===== config.mk =====
export PLATFORM = sky130hd
export DESIGN_NAME = key_debounce
export DESIGN_NICKNAME = d
export VERILOG_FILES = /design/src/rtl/key_debounce.sv
export SDC_FILE = /design/constraint.sdc
export NUM_CORES = 1
export LEC_CHECK = 0
export CELL_PAD_IN_SITES_DETAIL_PLACEMENT = 1
export CELL_PAD_IN_SITES_GLOBAL_PLACEMENT = 2
export CORE_ASPECT_RATIO = 1.75
export CORE_MARGIN = 3
export CORE_UTILIZATION = 40
export CTS_BUF_LIST = sky130_fd_sc_hd__clkbuf_8
export CTS_CLUSTER_SIZE = 12
export DETAILED_ROUTE_END_ITERATION = 10
export PLACE_DENSITY = 0.8
export RECOVER_POWER = 100
export SLEW_MARGIN = 20
export SYNTH_ARGS = -nofsm -noshare
export SYNTH_HDL_FRONTEND = slang
export SYNTH_SLANG_ARGS = --single-unit

===== constraint.sdc =====
create_clock -name clkin -period 4.4 [get_ports clkin]
set_clock_uncertainty 0.2 [all_clocks]
set_input_delay 0.88 -clock clkin [delete_from_list [all_inputs] [get_ports clkin]]
set_output_delay 0.88 -clock clkin [all_outputs]
set_load 0.05 [all_outputs]

===== src/rtl/key_debounce.sv =====
// Debounces N_KEYS raw buttons against a prescaled sample tick and emits a clean level
// plus one-cycle press/release pulses. Define KEY_REPEAT_EN to add auto-repeat on held keys.
module key_debounce #(
    parameter int unsigned N_KEYS        = 8,
    parameter int unsigned SAMPLE_DIV    = 499999,
    parameter int unsigned STABLE_CNT    = 3,
    parameter int unsigned REPEAT_DELAY  = 50,
    parameter int unsigned REPEAT_PERIOD = 10
) (
    input  logic              clkin,
    input  logic              rst,
    input  logic [N_KEYS-1:0] keys_in,
    output logic [N_KEYS-1:0] key_level,
    output logic [N_KEYS-1:0] key_press,
    output logic [N_KEYS-1:0] key_release,
    output logic              sample_tick
);

    localparam int unsigned DIV_W  = (SAMPLE_DIV < 1) ? 1 : $clog2(SAMPLE_DIV + 1);
    localparam int unsigned CNT_W  = 4;
    localparam int unsigned HOLD_W = 8;

    typedef enum logic [1:0] {
        RELEASED    = 2'd0,
        PRESS_CHK   = 2'd1,
        PRESSED     = 2'd2,
        RELEASE_CHK = 2'd3
    } key_state_e;

    if (N_KEYS < 1 || N_KEYS > 16 || STABLE_CNT < 2 || STABLE_CNT > 15 ||
        REPEAT_DELAY < 1 || REPEAT_DELAY > 255 ||
        REPEAT_PERIOD < 1 || REPEAT_PERIOD > 255) begin : g_bad_param
        $error("key_debounce: parameter out of range");
    end

    logic [N_KEYS-1:0] sync1_q;
    logic [N_KEYS-1:0] sync2_q;
    logic [DIV_W-1:0]  div_q;
    logic              tick_q;

    key_state_e        state_q [N_KEYS];
    key_state_e        state_d [N_KEYS];
    logic [CNT_W-1:0]  cnt_q   [N_KEYS];
    logic [CNT_W-1:0]  cnt_d   [N_KEYS];
    logic [N_KEYS-1:0] level_q;
    logic [N_KEYS-1:0] level_d;
    logic [N_KEYS-1:0] press_q;
    logic [N_KEYS-1:0] press_d;
    logic [N_KEYS-1:0] release_q;
    logic [N_KEYS-1:0] release_d;
    logic [N_KEYS-1:0] accept_press_c;
    logic [N_KEYS-1:0] repeat_press_c;

    // Two-flop synchronizer per key
    always_ff @(posedge clkin or posedge rst) begin
        if (rst) begin
            sync1_q <= '0;
            sync2_q <= '0;
        end else begin
            sync1_q <= keys_in;
            sync2_q <= sync1_q;
        end
    end

    // Prescaler: tick is registered, high the cycle after the counter hits SAMPLE_DIV
    always_ff @(posedge clkin or posedge rst) begin
        if (rst) begin
            div_q  <= '0;
            tick_q <= 1'b0;
        end else if (div_q == DIV_W'(SAMPLE_DIV)) begin
            div_q  <= '0;
            tick_q <= 1'b1;
        end else begin
            div_q  <= div_q + DIV_W'(1);
            tick_q <= 1'b0;
        end
    end

    // Per-key debounce FSM state and registered outputs
    always_ff @(posedge clkin or posedge rst) begin
        if (rst) begin
            for (int i = 0; i < int'(N_KEYS); i++) begin
                state_q[i] <= RELEASED;
                cnt_q[i]   <= '0;
            end
            level_q   <= '0;
            press_q   <= '0;
            release_q <= '0;
        end else begin
            for (int i = 0; i < int'(N_KEYS); i++) begin
                state_q[i] <= state_d[i];
                cnt_q[i]   <= cnt_d[i];
            end
            level_q   <= level_d;
            press_q   <= press_d;
            release_q <= release_d;
        end
    end

    // Next-state logic; only sample ticks advance the FSMs
    always_comb begin
        for (int i = 0; i < int'(N_KEYS); i++) begin
            state_d[i]        = state_q[i];
            cnt_d[i]          = cnt_q[i];
            level_d[i]        = level_q[i];
            accept_press_c[i] = 1'b0;
            release_d[i]      = 1'b0;
            if (tick_q) begin
                unique case (state_q[i])
                    RELEASED: begin
                        if (sync2_q[i]) begin
                            state_d[i] = PRESS_CHK;
                            cnt_d[i]   = CNT_W'(1);
                        end
                    end
                    PRESS_CHK: begin
                        if (!sync2_q[i]) begin
                            state_d[i] = RELEASED;
                            cnt_d[i]   = '0;
                        end else begin
                            cnt_d[i] = cnt_q[i] + CNT_W'(1);
                            if ((cnt_q[i] + CNT_W'(1)) == CNT_W'(STABLE_CNT)) begin
                                state_d[i]        = PRESSED;
                                level_d[i]        = 1'b1;
                                accept_press_c[i] = 1'b1;
                            end
                        end
                    end
                    PRESSED: begin
                        if (!sync2_q[i]) begin
                            state_d[i] = RELEASE_CHK;
                            cnt_d[i]   = CNT_W'(1);
                        end
                    end
                    RELEASE_CHK: begin
                        if (sync2_q[i]) begin
                            state_d[i] = PRESSED;
                            cnt_d[i]   = '0;
                        end else begin
                            cnt_d[i] = cnt_q[i] + CNT_W'(1);
                            if ((cnt_q[i] + CNT_W'(1)) == CNT_W'(STABLE_CNT)) begin
                                state_d[i]   = RELEASED;
                                level_d[i]   = 1'b0;
                                release_d[i] = 1'b1;
                            end
                        end
                    end
                    default: begin
                        state_d[i] = RELEASED;
                        cnt_d[i]   = '0;
                    end
                endcase
            end
        end
    end

`ifdef KEY_REPEAT_EN
    logic [HOLD_W-1:0] hold_q [N_KEYS];
    logic [HOLD_W-1:0] hold_d [N_KEYS];
    logic [HOLD_W-1:0] hold_inc_c;
    logic [N_KEYS-1:0] rep_q;
    logic [N_KEYS-1:0] rep_d;

    always_ff @(posedge clkin or posedge rst) begin
        if (rst) begin
            for (int i = 0; i < int'(N_KEYS); i++) begin
                hold_q[i] <= '0;
            end
            rep_q <= '0;
        end else begin
            for (int i = 0; i < int'(N_KEYS); i++) begin
                hold_q[i] <= hold_d[i];
            end
            rep_q <= rep_d;
        end
    end

    // Hold counter: initial delay phase, then a shorter periodic phase (rep_q set)
    always_comb begin
        hold_inc_c = '0;
        for (int i = 0; i < int'(N_KEYS); i++) begin
            hold_d[i]         = hold_q[i];
            rep_d[i]          = rep_q[i];
            repeat_press_c[i] = 1'b0;
            hold_inc_c        = hold_q[i] + HOLD_W'(1);
            if (state_d[i] == RELEASED ||
                (state_q[i] == PRESS_CHK && state_d[i] == PRESSED)) begin
                hold_d[i] = '0;
                rep_d[i]  = 1'b0;
            end else if (tick_q && state_q[i] == PRESSED && state_d[i] == PRESSED) begin
                if (!rep_q[i] && hold_inc_c == HOLD_W'(REPEAT_DELAY)) begin
                    hold_d[i]         = '0;
                    rep_d[i]          = 1'b1;
                    repeat_press_c[i] = 1'b1;
                end else if (rep_q[i] && hold_inc_c == HOLD_W'(REPEAT_PERIOD)) begin
                    hold_d[i]         = '0;
                    repeat_press_c[i] = 1'b1;
                end else begin
                    hold_d[i] = hold_inc_c;
                end
            end
        end
    end
`else
    assign repeat_press_c = '0;
`endif

    assign press_d     = accept_press_c | repeat_press_c;

    assign key_level   = level_q;
    assign key_press   = press_q;
    assign key_release = release_q;
    assign sample_tick = tick_q;

endmodule


==> out/summary.json <==
{
  "status": "completed",
  "ioPinCount": 35,
  "final_core_utilization_pct": 47.49,
  "synth_nets": 499,
  "worst_setup_hold_path_clk_slew_ps": 110,
  "final.fill_count": 1316,
  "synth-seq-area-share_pct": 55.43,
  "gr-usage-met1_pct": 18.79,
  "cts.path.max_buffers": 2,
  "inserted_clock_buffers": 9,
  "cts_max_level": 3,
  "viasPerCell": 5.428,
  "ys_seq_elements": 108,
  "worst_skew_pair_later_pin_latency_ps": 380,
  "period_minus_slack_ps": 2926,
  "fp.dieArea_mm2": 0.01360,
  "seq_pwr_share_pct": 60.2,
  "number_of_enable_flip_flop_cells_after_synthesis": 0,
  "wire_length_of_the_first_global_routing_pass_um": 17870,
  "detail_route.drc_violations": 0,
  "area_growth_pct": 14.06,
  "synth_top_cell_by_area": "sky130_fd_sc_hd__dfrtp_1",
  "sw_frac_of_total_pct": 23.37,
  "number_of_global_route_vias_before_repair": 3906,
  "numClockSinks": 108,
  "chipHeight_um": 152.1,
  "power_leakage_nw": 2.551,
  "post_route_cells_drive_above_1_share_pct": 5.010,
  "synth-main-ff-cell": "sky130_fd_sc_hd__dfrtp_1",
  "p_int_w": 0.001280,
  "pin_count_of_the_biggest_net_entering_global_routing": 63,
  "floorplan.initialDensity_pct": 41.63,
  "initialDrtViolationCount": 99,
  "grt_util_all_layers_pct": 16.27,
  "globalRoute.totalOverflow": 0,
  "cts.hold.buffers_added": 0,
  "timing_worst_setup_path_type": "input pin to async pin",
  "worstSetupEndpointType": "async pin",
  "async_reset_ff_share_pct": 100.0,
  "ir_worst_vdd_mv": 0.1497,
  "cts_setup_buffers": 0,
  "netlist_instances": 472,
  "route.antenna.remaining_nets": 0,
  "worst_slack_ps": 1474,
  "final.setup.tns_ps": 0,
  "cts-root-buf": "sky130_fd_sc_hd__clkbuf_8",
  "worst_hold_slack_ps": 159.8,
  "report.final.hold_viol_count": 0,
  "cts_tree": "yes",
  "place.detailed.hpwl_um": 7198,
  "max_cap_violations": 0,
  "post_drt_wl_per_cell_um": 15.12,
  "globalRouteMet3Util_pct": 3.035,
  "synth_common_cells": "108 x sky130_fd_sc_hd__dfrtp_1, 69 x sky130_fd_sc_hd__nand2_1, 41 x sky130_fd_sc_hd__o21ai_0, 28 x sky130_fd_sc_hd__nor2_1, 26 x sky130_fd_sc_hd__inv_1",
  "post_cts.resized_instances": 0,
  "use_met2_pct": 29.19,
  "timing.critical_path.arrival_ps": 3050,
  "power.combinational.fraction_pct": 1.9,
  "timing.critical_path.fanout_max": 62,
  "worst_pin_slew_ps": 1145,
  "grt_setup_unrepaired": "no",
  "achievable-frequency_mhz": 341.8,
  "min_path_type": "flip-flop to flip-flop",
  "layout_worst_path_cycle_share_pct": 66.49,
  "synth_top_area_share_pct": 55.43,
  "io_buffers": 34,
  "num_antenna_cells": 0,
  "critPathLaunchType": "input pin",
  "vias": 3550,
  "syn-mean-instance-area_um2": 10.33,
  "p_per_area_mw_per_mm2": 300.3,
  "drt_pre_antenna_iters": 4,
  "slew_headroom_pct": 23.69,
  "gp_congestion": 0.7534,
  "drv_slew": 0,
  "place_worst_setup_slack_ps": 1995,
  "final-setup-viol-count": 0,
  "p_clk_share_pct": 37.9,
  "synthesis.area_mm2": 0.004876,
  "chipWidth_um": 89.46,
  "floorplan.rows": 52,
  "synth.distinct_cells": 47,
  "post-synth-top-count-cell": "sky130_fd_sc_hd__dfrtp_1",
  "design.final.nets": 541,
  "ys_warn_count": 0,
  "top_usage_layer": "met2",
  "wl_um": 9891,
  "floorplan.core_area_mm2": 0.01171,
  "p_sw_w": 0.0003903,
  "synth.top_cells.by_area": "sky130_fd_sc_hd__dfrtp_1 55%, sky130_fd_sc_hd__nand2_1 5.3%, sky130_fd_sc_hd__ha_1 4.4%",
  "grt_antenna_before_repair": 0,
  "crit_required_ps": 4530,
  "post-layout-total-power_w": 0.001670
}
-- layout by cell type, fill, tap and decap left out, types with 3 or more instances in the layout --
cell type	count
sky130_fd_sc_hd__nor2_1	28
sky130_fd_sc_hd__xor2_1	16
sky130_fd_sc_hd__dlygate4sd3_1	34
sky130_fd_sc_hd__and3_1	4
sky130_fd_sc_hd__a32o_1	3
sky130_fd_sc_hd__inv_1	25
sky130_fd_sc_hd__ha_1	17
sky130_fd_sc_hd__xnor2_1	11
sky130_fd_sc_hd__a21o_1	7
sky130_fd_sc_hd__a31oi_1	4
sky130_fd_sc_hd__nor3b_1	8
sky130_fd_sc_hd__clkbuf_8	9
sky130_fd_sc_hd__a2bb2oi_1	6
sky130_fd_sc_hd__mux2_2	3
sky130_fd_sc_hd__mux2i_1	6
sky130_fd_sc_hd__o21ai_0	45
sky130_fd_sc_hd__dfrtp_1	108
sky130_fd_sc_hd__a21oi_1	13
sky130_fd_sc_hd__nand2_1	70
sky130_fd_sc_hd__nand3_1	23
sky130_fd_sc_hd__nor3_1	20
sky130_fd_sc_hd__nand4_1	7
sky130_fd_sc_hd__nand3b_1	4
sky130_fd_sc_hd__o31ai_1	6
-- logic make-up after synthesis --
logic type      synth area share [%]
flops                          55.43
mux                            1.925
buf+inv                        2.643
fa+ha+maj                      4.362
xor+xnor                       4.850
compound gates                 12.60
simple gates                   18.19
-- worst max-delay path, cell delays in order --
cell and delay, ps:
sky130_fd_sc_hd__dlygate4sd3_1 580, sky130_fd_sc_hd__inv_4 560, sky130_fd_sc_hd__clkbuf_2 990
-- worst paths after layout --
kind | cells past startpoint | slack, ps | endpoint | start
max | 3 | 1470 | cnt_q[27]$_DFFE_PP0P_ | rst
min | 0 | 160 | sync2_q[6]$_DFF_PP0_ | sync1_q[6]$_DFF_PP0_
max reg2reg | 7 | 1720 | flip-flop | sample_tick$_DFF_PP0_
min reg2reg | 0 | 160 | sync2_q[6]$_DFF_PP0_ | sync1_q[6]$_DFF_PP0_
max in group clkin | 1 | 1680 | key_level[2] | key_level[2]$_DFFE_PP0P_
min in group asynchronous | 2 | 920 | key_level[7]$_DFFE_PP0P_ | rst
-- routing by layer --
metal | up-vias | wire length (um)
met5 | - | 0
met4 | 0 | 161
met3 | 12 | 149
met2 | 27 | 5531
met1 | 1786 | 4049
li1 | 1725 | -
-- power by group through the flow --
stage / combinational [W] / clock, W / sequential, W
4_1_cts: 0.0000380 / 0.000658 / 0.00100
6_report: 0.0000324 / 0.000633 / 0.00100
3_3_place_gp: 0.0000369 / 0 / 0.00102
3_5_place_dp: 0.0000377 / 0 / 0.00102
5_1_grt: 0.0000384 / 0.000701 / 0.00101
2_1_floorplan: 0.0000195 / 0 / 0.00102
-- sequential cells by signal, indices dropped and copies added, names as in the netlist, named ones only --
name and flops:
cnt_q 32, div_q 19, key_level 8, key_press 8, key_release 8, sample_tick 1, state_q 8, sync1_q 8
sync2_q 8
-- area by class of cell --
cell class | count | area, um2 | area share [%]
multi-input combinational | 331 | 2021 | 36.33
clock inverter | 7 | 85.08 | 1.530
inverter | 26 | 100.1 | 1.800
sequential | 108 | 2703 | 48.59
clock buffer | 9 | 123.9 | 2.227
timing repair buffer | 38 | 360.3 | 6.479
tap | 135 | 168.9 | 3.037
-- metrics by stage --
| step | instance area (um2) | std cells |
|---|---|---|
| 4_1_cts | 5608 | 654 |
| 3_3_place_gp | 5399 | 638 |
| 3_5_place_dp | 5399 | 638 |
| 2_1_floorplan | 4876 | 472 |
| 5_1_grt | 5562 | 654 |
| 6_report | 5562 | 654 |
Power figures use the tool's default switching activity.
